==> config.mk <==
export PLATFORM = sky130hd
export DESIGN_NAME = fixed_dot_accum_flat
export DESIGN_NICKNAME = d
export VERILOG_FILES = /design/src/rtl/fixed_dot_accum_if.sv /design/src/rtl/fixed_dot_accum.sv /design/src/flat_wrapper.sv
export SDC_FILE = /design/constraint.sdc
export NUM_CORES = 1
export LEC_CHECK = 0
export ABC_AREA = 1
export BUFFER_PORTS_ARGS = -buffer_cell sky130_fd_sc_hd__buf_2
export CORE_ASPECT_RATIO = 0.9
export CORE_MARGIN = 8
export CORE_UTILIZATION = 55
export CTS_CLUSTER_SIZE = 8
export DETAILED_ROUTE_END_ITERATION = 16
export GPL_TIMING_DRIVEN = 0
export HOLD_SLACK_MARGIN = 0.02
export PLACE_DENSITY = 0.71
export SYNTH_ARGS = -nofsm -noshare
export SYNTH_HDL_FRONTEND = slang
export SYNTH_SLANG_ARGS = --single-unit
==> constraint.sdc <==
create_clock -name clk -period 13.6 [get_ports clk]
set_input_delay 2.04 -clock clk [delete_from_list [all_inputs] [get_ports clk]]
set_output_delay 2.04 -clock clk [all_outputs]
set_load 0.005 [all_outputs]
==> src/rtl/fixed_dot_accum_if.sv <==
// Operand/result handshake bundle for the fixed-point dot-product accumulator.
// The master drives operands and the result-accept strobe; the slave returns the result.
interface fixed_dot_accum_if #(
    parameter int CW = 9
);
    logic           start;
    logic [15:0]    a_in;
    logic [15:0]    b_in;
    logic           in_valid;
    logic           in_last;
    logic           in_ready;
    logic [63:0]    sum_out;
    logic [CW-1:0]  count_out;
    logic           out_valid;
    logic           out_ready;
    logic           len_err;
    logic           busy;

    modport master (
        output start, a_in, b_in, in_valid, in_last, out_ready,
        input  in_ready, sum_out, count_out, out_valid, len_err, busy
    );

    modport slave (
        input  start, a_in, b_in, in_valid, in_last, out_ready,
        output in_ready, sum_out, count_out, out_valid, len_err, busy
    );
endinterface

==> src/rtl/fixed_dot_accum.sv <==
// Streaming Q8.8 x Q8.8 dot product accumulated into a wrapping Q56.8 sum.
// Two-stage datapath: registered Q16.16 product, then rescale-and-accumulate.
module fixed_dot_accum #(
    parameter int MAX_LEN    = 256,
    parameter int ROUND_MODE = 0,
    parameter int CW         = $clog2(MAX_LEN + 1)
) (
    input  logic              clk,
    input  logic              rst,
    fixed_dot_accum_if.slave  bus
);
    typedef enum logic [1:0] {
        S_IDLE,
        S_ACCUM,
        S_DRAIN,
        S_DONE
    } state_t;

    localparam logic signed [31:0] BIAS = (ROUND_MODE != 0) ? 32'sd128 : 32'sd0;

    state_t             r_state;
    logic               r_in_ready;
    logic               r_busy;
    logic               r_out_valid;
    logic               r_len_err;
    logic [CW-1:0]      r_count;
    logic [CW-1:0]      r_count_out;
    logic [63:0]        r_sum_out;
    logic signed [31:0] r_prod;
    logic               r_s1_valid;
    logic signed [63:0] r_acc;

    logic               w_xfer;
    logic               w_final;
    logic [CW-1:0]      w_count_next;
    logic signed [31:0] w_prod;
    logic signed [31:0] w_biased;
    logic signed [63:0] w_scaled;

    assign w_xfer       = r_in_ready & bus.in_valid;
    assign w_count_next = r_count + CW'(1);
    assign w_final      = bus.in_last | (w_count_next == CW'(MAX_LEN));

    assign w_prod   = $signed(bus.a_in) * $signed(bus.b_in);
    assign w_biased = r_prod + BIAS;
    // Arithmetic shift by 8 taken as a bit slice, then sign-extended to 64 bits
    assign w_scaled = {{40{w_biased[31]}}, w_biased[31:8]};

    always_ff @(posedge clk or posedge rst) begin
        if (rst) begin
            r_prod     <= '0;
            r_s1_valid <= 1'b0;
        end else begin
            r_s1_valid <= w_xfer;
            if (w_xfer) begin
                r_prod <= w_prod;
            end
        end
    end

    always_ff @(posedge clk or posedge rst) begin
        if (rst) begin
            r_acc <= '0;
        end else if (r_state == S_IDLE && bus.start) begin
            r_acc <= '0;
        end else if (r_s1_valid) begin
            r_acc <= r_acc + w_scaled;
        end
    end

    always_ff @(posedge clk or posedge rst) begin
        if (rst) begin
            r_state     <= S_IDLE;
            r_in_ready  <= 1'b0;
            r_busy      <= 1'b0;
            r_out_valid <= 1'b0;
            r_len_err   <= 1'b0;
            r_count     <= '0;
            r_count_out <= '0;
            r_sum_out   <= '0;
        end else begin
            case (r_state)
                S_IDLE: begin
                    if (bus.start) begin
                        r_count    <= '0;
                        r_len_err  <= 1'b0;
                        r_in_ready <= 1'b1;
                        r_busy     <= 1'b1;
                        r_state    <= S_ACCUM;
                    end
                end
                S_ACCUM: begin
                    if (w_xfer) begin
                        r_count <= w_count_next;
                        if (w_final) begin
                            r_in_ready <= 1'b0;
                            r_len_err  <= ~bus.in_last;
                            r_state    <= S_DRAIN;
                        end
                    end
                end
                S_DRAIN: begin
                    // Stage 1 empties one cycle after the final transfer; the sum is then complete
                    if (!r_s1_valid) begin
                        r_sum_out   <= r_acc;
                        r_count_out <= r_count;
                        r_out_valid <= 1'b1;
                        r_state     <= S_DONE;
                    end
                end
                S_DONE: begin
                    if (bus.out_ready) begin
                        r_out_valid <= 1'b0;
                        r_busy      <= 1'b0;
                        r_state     <= S_IDLE;
                    end
                end
                default: begin
                    r_state <= S_IDLE;
                end
            endcase
        end
    end

    assign bus.in_ready  = r_in_ready;
    assign bus.busy      = r_busy;
    assign bus.out_valid = r_out_valid;
    assign bus.len_err   = r_len_err;
    assign bus.sum_out   = r_sum_out;
    assign bus.count_out = r_count_out;
endmodule

==> src/flat_wrapper.sv <==
// flat-port wrapper written by rule: the top's interface ports become plain ports
module fixed_dot_accum_flat 
#(
    parameter int MAX_LEN    = 256,
    parameter int ROUND_MODE = 0,
    parameter int CW         = $clog2(MAX_LEN + 1)
)
  (clk, rst, bus_start, bus_a_in, bus_b_in, bus_in_valid, bus_in_last, bus_out_ready, bus_in_ready, bus_sum_out, bus_count_out, bus_out_valid, bus_len_err, bus_busy);
  fixed_dot_accum_if #(.CW(CW)) bus_i ();
  input  logic clk;
  input  logic rst;
  input wire logic [$bits(bus_i.start)-1:0] bus_start;
  input wire logic [$bits(bus_i.a_in)-1:0] bus_a_in;
  input wire logic [$bits(bus_i.b_in)-1:0] bus_b_in;
  input wire logic [$bits(bus_i.in_valid)-1:0] bus_in_valid;
  input wire logic [$bits(bus_i.in_last)-1:0] bus_in_last;
  input wire logic [$bits(bus_i.out_ready)-1:0] bus_out_ready;
  output wire logic [$bits(bus_i.in_ready)-1:0] bus_in_ready;
  output wire logic [$bits(bus_i.sum_out)-1:0] bus_sum_out;
  output wire logic [$bits(bus_i.count_out)-1:0] bus_count_out;
  output wire logic [$bits(bus_i.out_valid)-1:0] bus_out_valid;
  output wire logic [$bits(bus_i.len_err)-1:0] bus_len_err;
  output wire logic [$bits(bus_i.busy)-1:0] bus_busy;
  assign bus_i.start = bus_start;
  assign bus_i.a_in = bus_a_in;
  assign bus_i.b_in = bus_b_in;
  assign bus_i.in_valid = bus_in_valid;
  assign bus_i.in_last = bus_in_last;
  assign bus_i.out_ready = bus_out_ready;
  assign bus_in_ready = bus_i.in_ready;
  assign bus_sum_out = bus_i.sum_out;
  assign bus_count_out = bus_i.count_out;
  assign bus_out_valid = bus_i.out_valid;
  assign bus_len_err = bus_i.len_err;
  assign bus_busy = bus_i.busy;
  fixed_dot_accum #(.MAX_LEN(MAX_LEN), .ROUND_MODE(ROUND_MODE), .CW(CW)) u_core (.clk(clk), .rst(rst), .bus(bus_i));
endmodule
==> run_results.csv, run 1 <==
group,metric,value,unit
worst_setup_path,worstReg2RegStart,"u_core.r_prod[31]",
detailed_routing,wire_per_inst,17.9,um
finish,final_nets,3967,
clock_tree,cts_tree,"yes",
global_routing,grt_max_degree,107,
synthesis,yosysSeqAreaShare,19.1,%
clock_tree,clock_sinks,177,
timing,relSlewSlack,36.5,%
worst_setup_path,path_delay_family,"adder cells",
finish,diodes,0,
synthesis,ys_types,43,
worst_setup_path,r2r_cells,11,
placed_design,portBuffers,91,
floorplanning,die_w,232,um
floorplanning,pin_count,115,
min_path,hold_end,"u_core.bus.sum_out[42]",
detailed_routing,routed_wl,73000,um
timing,finalCritPeriodShare,59.7,%
floorplanning,start_util,55.6,%
finish,syn_to_final_growth,7.87,%
synthesis,syn_area,0.0232,mm2
synthesis,synth_enable_flop_cells,0,
worst_setup_path,path_buf_inv,7,
detailed_routing,drt-vias-per-instance,5.26,
clock_tree,ctsHoldBuffers,0,
detailed_routing,drt_drc_violations_left,0,
worst_setup_path,critical_path_class,"in2reg",
global_routing,grt_pass1_wl,116000,um
finish,post-route-util,60.0,%
floorplanning,die_y,211,um
clock_tree,cts_buffers,17,
timing,rsz0062_at_grt,"false",
timing,setup_viol,0,
clock_tree,cts_setup_buffers,0,
clock_tree,cts_resized,0,
global_routing,grt_antenna_before_repair,1,
worst_setup_path,worst_ep_required_time,13960,ps
synthesis,synthFlopType,"dfrtp_1",
worst_setup_path,crit_fanout,10,
worst_setup_path,r2r_slack,10570,ps
clock_tree,path_clk_slew,80,ps
min_path,hold_depth,2,
synthesis,synth_seq_cells,177,
min_path,holdCritStartpoint,"u_core.bus.sum_out[42]",
placed_design,dp_slack,5060,ps
global_routing,grtUsageTotal,30.4,%
clock_tree,cts_root_buf,"clkbuf_16",
synthesis,async_flop_share,100,%
timing,worst_pin_slew,953,ps
clock_tree,cts_max_path_buffers,2,
global_routing,first_global_vias,21100,
clock_tree,htreeDepth,4,
timing,slew_violations,0,
detailed_routing,first_iter_violations,1888,
synthesis,synth_area_leaders,"fa_1 23%, nand2_1 20%, dfrtp_1 19%",
worst_setup_path,cp-end-kind,"flop",
min_path,min_path_type,"reg2reg",
detailed_routing,ant_nets,0,
synthesis,syn_avg_cell_area,6.79,um2
timing,hold_viol_final,0,
timing,fin_ws,5480,ps
finish,final_layout_size_suffix_gt1_share,5.55,%
timing,fin_setup_tns,0,ps
floorplanning,dieArea,0.0489,mm2
detailed_routing,drtPass1Iterations,6,
job,drv_cap,0,
worst_setup_path,cp.arrival,8470,ps
placed_design,dpl.hpwl,62300,um
worst_setup_path,max_stage_delay,770,ps
detailed_routing,num_vias,21500,
floorplanning,std_cell_rows,71,
timing,final.min_clock_period,8120,ps
finish,fillCellCount,4047,
synthesis,yosysWarnings,0,
worst_setup_path,crit_path_start_kind,"primary input",
timing,fmax,123,MHz
placed_design,place_congestion,1.00,
synthesis,netlist.area_leader.share,22.7,%
worst_setup_path,crit_chain,"clkbuf_1 -> clkbuf_1 -> nand2_1 -> fa_1 -> inv_1 -> fa_1 -> inv_1 -> fa_1 -> inv_1 -> fa_1 -> fa_1 -> inv_1 -> fa_1 -> inv_1 -> ha_1 -> a21oi_1 -> o21ai_0 -> a21oi_1 -> nand2_1 -> nand2_1 -> nand3b_1 -> nand3_1 -> nand2_1",
synthesis,yosys.area.top_type,"fa_1",
worst_setup_path,crit_path_top_delay_cell,"clkbuf_1",
worst_setup_path,reg2reg_to,"u_core.r_acc[47]",
outcome,status,"complete, no violations",
floorplanning,coreArea,0.0417,mm2
worst_setup_path,cp_common_cell,"fa_1",
synthesis,synthCells,3408,
clock_tree,clkLatencyLatePin,470,ps
timing,clock_skew,20.4,ps
global_routing,grt_overflow,0,
synthesis,syn-num-nets,3855,
## metrics by stage
stage	std cells	hold slack, ps	area [um2]
finish	4080	472	25000
global route	4080	485	25000
CTS	4080	472	25000
detailed placement	4048	453	24400
global placement	4046	451	24300
floorplan	3408	453	23200
## area by class of cell
cell class                 count  area, um2  area share [%]
buffer                        88        335            1.34
sequential                   177       4430            17.7
clock inverter                15        201           0.806
multi-input combinational   2333      15400            61.5
inverter                     810       3050            12.2
tap                          547        684            2.74
timing repair buffer          93        503            2.01
clock buffer                  17        425            1.70
## flip-flops by register name, summed over array words and instances, names as in the netlist, 2 cells and up
register	count
u_core.bus.count_out	9
u_core.bus.sum_out	64
u_core.r_acc	64
u_core.r_count	9
u_core.r_prod	24
u_core.r_state	2
## metal layers
| layer | up-vias | share of wire, % | global-route usage, % |
|---|---|---|---|
| li1 | 10400 | - | - |
| met1 | 10100 | 46 | 44.3 |
| met2 | 842 | 42 | 45.6 |
| met3 | 118 | 9.5 | 6.62 |
| met4 | 2 | 2.5 | 7.79 |
| met5 | - | 0.018 | 0 |
## worst max-delay path by stage
stage / startpoint / endpoint / slack, ps / cells past startpoint
2_1_floorplan: bus_a_in[7] / u_core.r_prod[31] / 6370 / 26
3_3_place_gp: rst / u_core.bus.sum_out[0] / 4800 / 2
3_5_place_dp: bus_a_in[6] / u_core.r_prod[19] / 5060 / 23
4_1_cts: bus_a_in[6] / u_core.r_prod[19] / 5550 / 23
5_1_grt: bus_a_in[6] / u_core.r_prod[21] / 5150 / 26
6_report: bus_a_in[6] / u_core.r_prod[19] / 5480 / 23
## cells in the final DEF (no fill, tap or decap), types with 5 or more instances in the layout
master	n
o21ai_0	95
nor2_2	20
or2_1	5
buf_2	95
a21oi_1	95
clkinv_1	5
fa_1	262
o21bai_1	11
nand3_1	153
nand2_1	1206
xnor2_1	7
dfrtp_1	176
and2_1	8
inv_8	5
or2_2	5
o21ai_1	16
clkinv_8	5
nand3_2	6
a31oi_1	6
inv_1	800
nand2_2	19
nor3_1	13
clkbuf_16	17
nand4_1	23
ha_1	147
nor2_1	173
o22ai_1	19
clkbuf_1	83
xor2_1	10
and3_1	5
## logic make-up after synthesis
family / share of synthesized area, %
flip-flops: 19.1
AND/OR/NAND/NOR: 29.1
buffers and inverters: 14.6
XOR/XNOR: 0.643
AO/OA/AOI/OAI: 5.97
adder cells (fa/ha/maj): 30.6
## Yosys cell counts (all sizes together) (4+ instances only)
master,n
a21boi,5
o22ai,19
or2,10
nand3b,4
dfrtp,177
ha,147
o21bai,12
xnor2,7
fa,262
nand3,159
xor2,10
nand2,1225
nor3,17
a21oi,96
nand4,23
nor4,6
clkinv,5
o21ai,112
clkbuf,83
inv,805
a31oi,6
and2,8
and3,5
buf,5
nor2,194
## worst reg2reg max path: stages, from the launching register on
cell and delay [ps]:
dfrtp_2 430, buf_12 190, ha_1 430, nand2_1 140
nor2_1 250, nand2_1 210, nor2_1 440, nand3_1 330
nand3_1 180, nand2_1 60, nand3_1 180, nand2_1 80
Power of run 1 is left out: the tool's default activity adds up to more than one toggle a clock period on the data nets, which glitch-free logic cannot reach.
==> inputs of run 2 (changes only) <==
--- a/config.mk
+++ b/config.mk
@@ -5,7 +5,7 @@
 export SDC_FILE = /design/constraint.sdc
 export NUM_CORES = 1
 export LEC_CHECK = 0
-export ABC_AREA = 1
+export ABC_AREA = 0
 export BUFFER_PORTS_ARGS = -buffer_cell sky130_fd_sc_hd__buf_2
 export CORE_ASPECT_RATIO = 0.9
 export CORE_MARGIN = 8
@@ -14,7 +14,7 @@
 export DETAILED_ROUTE_END_ITERATION = 16
 export GPL_TIMING_DRIVEN = 0
 export HOLD_SLACK_MARGIN = 0.02
-export PLACE_DENSITY = 0.71
+export PLACE_DENSITY = 0.74
 export SYNTH_ARGS = -nofsm -noshare
 export SYNTH_HDL_FRONTEND = slang
 export SYNTH_SLANG_ARGS = --single-unit
==> constraint.sdc (replaced) <==
create_clock -name clk -period 6.5 [get_ports clk]
set_input_delay 0.975 -clock clk [delete_from_list [all_inputs] [get_ports clk]]
set_output_delay 0.975 -clock clk [all_outputs]
set_load 0.005 [all_outputs]
==> run 2 against run 1 <==
- via count decreased by 27%
- sequential cell count unchanged
- final area decreased by 9.1%
- clock skew decreased by 10 ps
- largest cell class unchanged
- non-clock buffer count increased by 41
- first-iteration DRC count decreased by 40%
- synthesized cell count decreased by 38%
- synthesized area decreased by 14%
==> run_results.csv, run 2 <==
group,metric,value,unit
finish,final_layout_size_suffix_gt1_share,15.7,%
synthesis,syn_area,0.0199,mm2
floorplanning,start_util,55.5,%
timing,finalCritPeriodShare,99.7,%
detailed_routing,first_iter_violations,1132,
synthesis,synth_enable_flop_cells,0,
clock_tree,clkLatencyLatePin,450,ps
clock_tree,cts_tree,"yes",
finish,layout.cells.most_common,"inv_1",
placed_design,dpl.hpwl,41900,um
detailed_routing,num_vias,15700,
finish,diodes,0,
worst_setup_path,crit_fanout,7,
detailed_routing,drt-vias-per-instance,5.65,
finish,final_cell_mix,"294 x inv_1, 275 x nand2_1, 253 x fa_1",
floorplanning,coreArea,0.0359,mm2
timing,relSlewSlack,48.5,%
clock_tree,path_clk_slew,70,ps
floorplanning,pin_count,115,
clock_tree,cts_max_path_buffers,2,
worst_setup_path,r2r_slack,3010,ps
clock_tree,clock_sinks,177,
synthesis,synthFlopType,"dfrtp_1",
placed_design,place_congestion,0.954,
detailed_routing,routed_wl,52100,um
timing,worst_pin_slew,772,ps
outcome,status,"complete, no violations",
min_path,min_path_type,"reg2reg",
timing,slew_violations,0,
job,drv_cap,0,
worst_setup_path,worst_ep_required_time,6830,ps
worst_setup_path,crit_path_start_kind,"primary input",
timing,rsz0062_at_grt,"true",
detailed_routing,drtPass1Iterations,7,
synthesis,synthCells,2125,
timing,setup_viol,0,
global_routing,grtUsageTotal,24.7,%
global_routing,grt_max_degree,125,
timing,fmax,154,MHz
clock_tree,cts_root_buf,"clkbuf_16",
finish,syn_to_final_growth,13.8,%
finish,final_nets,2730,
global_routing,first_global_vias,15900,
synthesis,async_flop_share,100,%
detailed_routing,drt_drc_violations_left,0,
synthesis,yosysSeqAreaShare,22.2,%
finish,design_area,0.0227,mm2
floorplanning,die_w,217,um
worst_setup_path,crit_path_top_delay_cell,"fa_2",
finish,fillCellCount,3031,
clock_tree,cts_buffers,17,
detailed_routing,ant_nets,0,
timing,clock_skew,10.4,ps
worst_setup_path,cp_common_cell,"fa_1",
synthesis,synth_area_leaders,"fa_1 26%, dfrtp_1 22%, ha_1 9.2%",
synthesis,netlist.area_leader.share,26.3,%
global_routing,grt_antenna_before_repair,0,
worst_setup_path,critical_path_class,"in2reg",
worst_setup_path,crit_chain,"buf_8 -> and2_4 -> fa_1 -> inv_2 -> fa_1 -> fa_2 -> inv_1 -> fa_1 -> fa_1 -> inv_2 -> fa_2 -> inv_2 -> ha_4 -> a2111oi_4 -> nand2_2 -> a211oi_2 -> o21a_2 -> o21a_4 -> o31ai_4 -> or4_4 -> a31oi_4 -> xnor2_2 -> o21ai_1",
global_routing,grt_overflow,0,
worst_setup_path,path_delay_family,"adder cells",
synthesis,yosysMostFrequentCell,"inv_1",
synthesis,syn_avg_cell_area,9.38,um2
clock_tree,ctsHoldBuffers,0,
synthesis,yosysWarnings,0,
synthesis,yosys.area.top_type,"fa_1",
worst_setup_path,cp-end-kind,"flop",
floorplanning,dieArea,0.0426,mm2
synthesis,synth_commonest_cells,"305 x inv_1, 283 x nand2_1, 262 x fa_1",
synthesis,ys_types,81,
clock_tree,htreeDepth,4,
floorplanning,die_y,197,um
worst_setup_path,max_stage_delay,580,ps
global_routing,grt_pass1_wl,84500,um
timing,final.min_clock_period,6480,ps
synthesis,synth_seq_cells,177,
worst_setup_path,path_buf_inv,5,
worst_setup_path,cp.arrival,6810,ps
placed_design,portBuffers,114,
synthesis,syn-num-nets,2572,
floorplanning,std_cell_rows,66,
placed_design,dpl-instance-area,0.0214,mm2
timing,hold_viol_final,0,
detailed_routing,wire_per_inst,18.8,um
## run 2: stage by stage
stage	worst slack [ps]	util, %	hold slack [ps]	std cells	setup TNS, ps
global route	-136	63.2	509	2771	-191
floorplan	3.70	-	453	2125	0
global placement	-1160	59.3	475	2715	-206780
CTS	-17.7	62.3	494	2757	-17.7
detailed placement	-1010	59.5	479	2717	-7260
finish	17.6	63.2	499	2771	0
## run 2: path summary, 6_finish.rpt
path	startpoint	to	cells after the start
max	bus_a_in[7]	u_core.r_prod[31]	23
min	u_core.bus.sum_out[57]	u_core.bus.sum_out[57]	1
max reg2reg	u_core.r_acc[0]	u_core.r_acc[62]	13
min reg2reg	u_core.bus.sum_out[57]	u_core.bus.sum_out[57]	1
max in group asynchronous	rst	u_core.r_prod[31]	3
min in group asynchronous	rst	u_core.bus.sum_out[49]	2
## run 2: what timing repair did
action | CTS | global route
endpoints found under the setup margin | 7 | 8
setup buffers | 13 | 14
gates resized for setup | 77 | 65
pin swaps | 9 | 46
endpoints found under the hold margin | 0 | 0
## run 2: metal layers
| layer | share of wire [%] | vias up | wire [um] | GRT usage, % |
|---|---|---|---|---|
| met4 | 2.2 | 0 | 1160 | 6.91 |
| met2 | 46 | 464 | 23700 | 38.0 |
| met1 | 46 | 7871 | 24200 | 35.9 |
| met3 | 5.9 | 89 | 3060 | 4.20 |
| met5 | 0 | - | 0 | 0 |
| li1 | - | 7236 | - | - |
## run 2: area by class of cell
cell class	count	area (um2)	area share, %
Inverter	305	1160	5.09
Tap cell	476	596	2.62
Buffer	79	709	3.13
Sequential cell	177	4430	19.5
Timing Repair Buffer	143	940	4.14
Clock inverter	5	78.8	0.347
Clock buffer	26	489	2.16
Multi-Input combinational cell	1560	14300	63.0
## run 2: worst reg2reg max path, stage by stage, from the launching register on
cell	delay, ps
dfrtp_1	420
ha_1	250
inv_1	80
fa_1	180
nand2b_1	160
a21oi_1	130
o21ai_0	510
a21oi_2	140
nor3_4	330
o211ai_2	210
a21oi_2	290
o21bai_2	170
a31o_1	210
a221o_1	290
## run 2: kinds of logic (layout without fill, tap and decap cells)
group           Yosys count  count (layout)  synth area share [%]
flops                   177             177                  22.2
simple gates            616             616                  14.9
compound gates          377             377                  12.1
buf+inv                 388             558                  7.38
xor+xnor                 82              82                  3.60
fa+ha+maj               409             409                  35.5
mux                      76              76                  4.27
Power of run 2 is left out for the same reason.
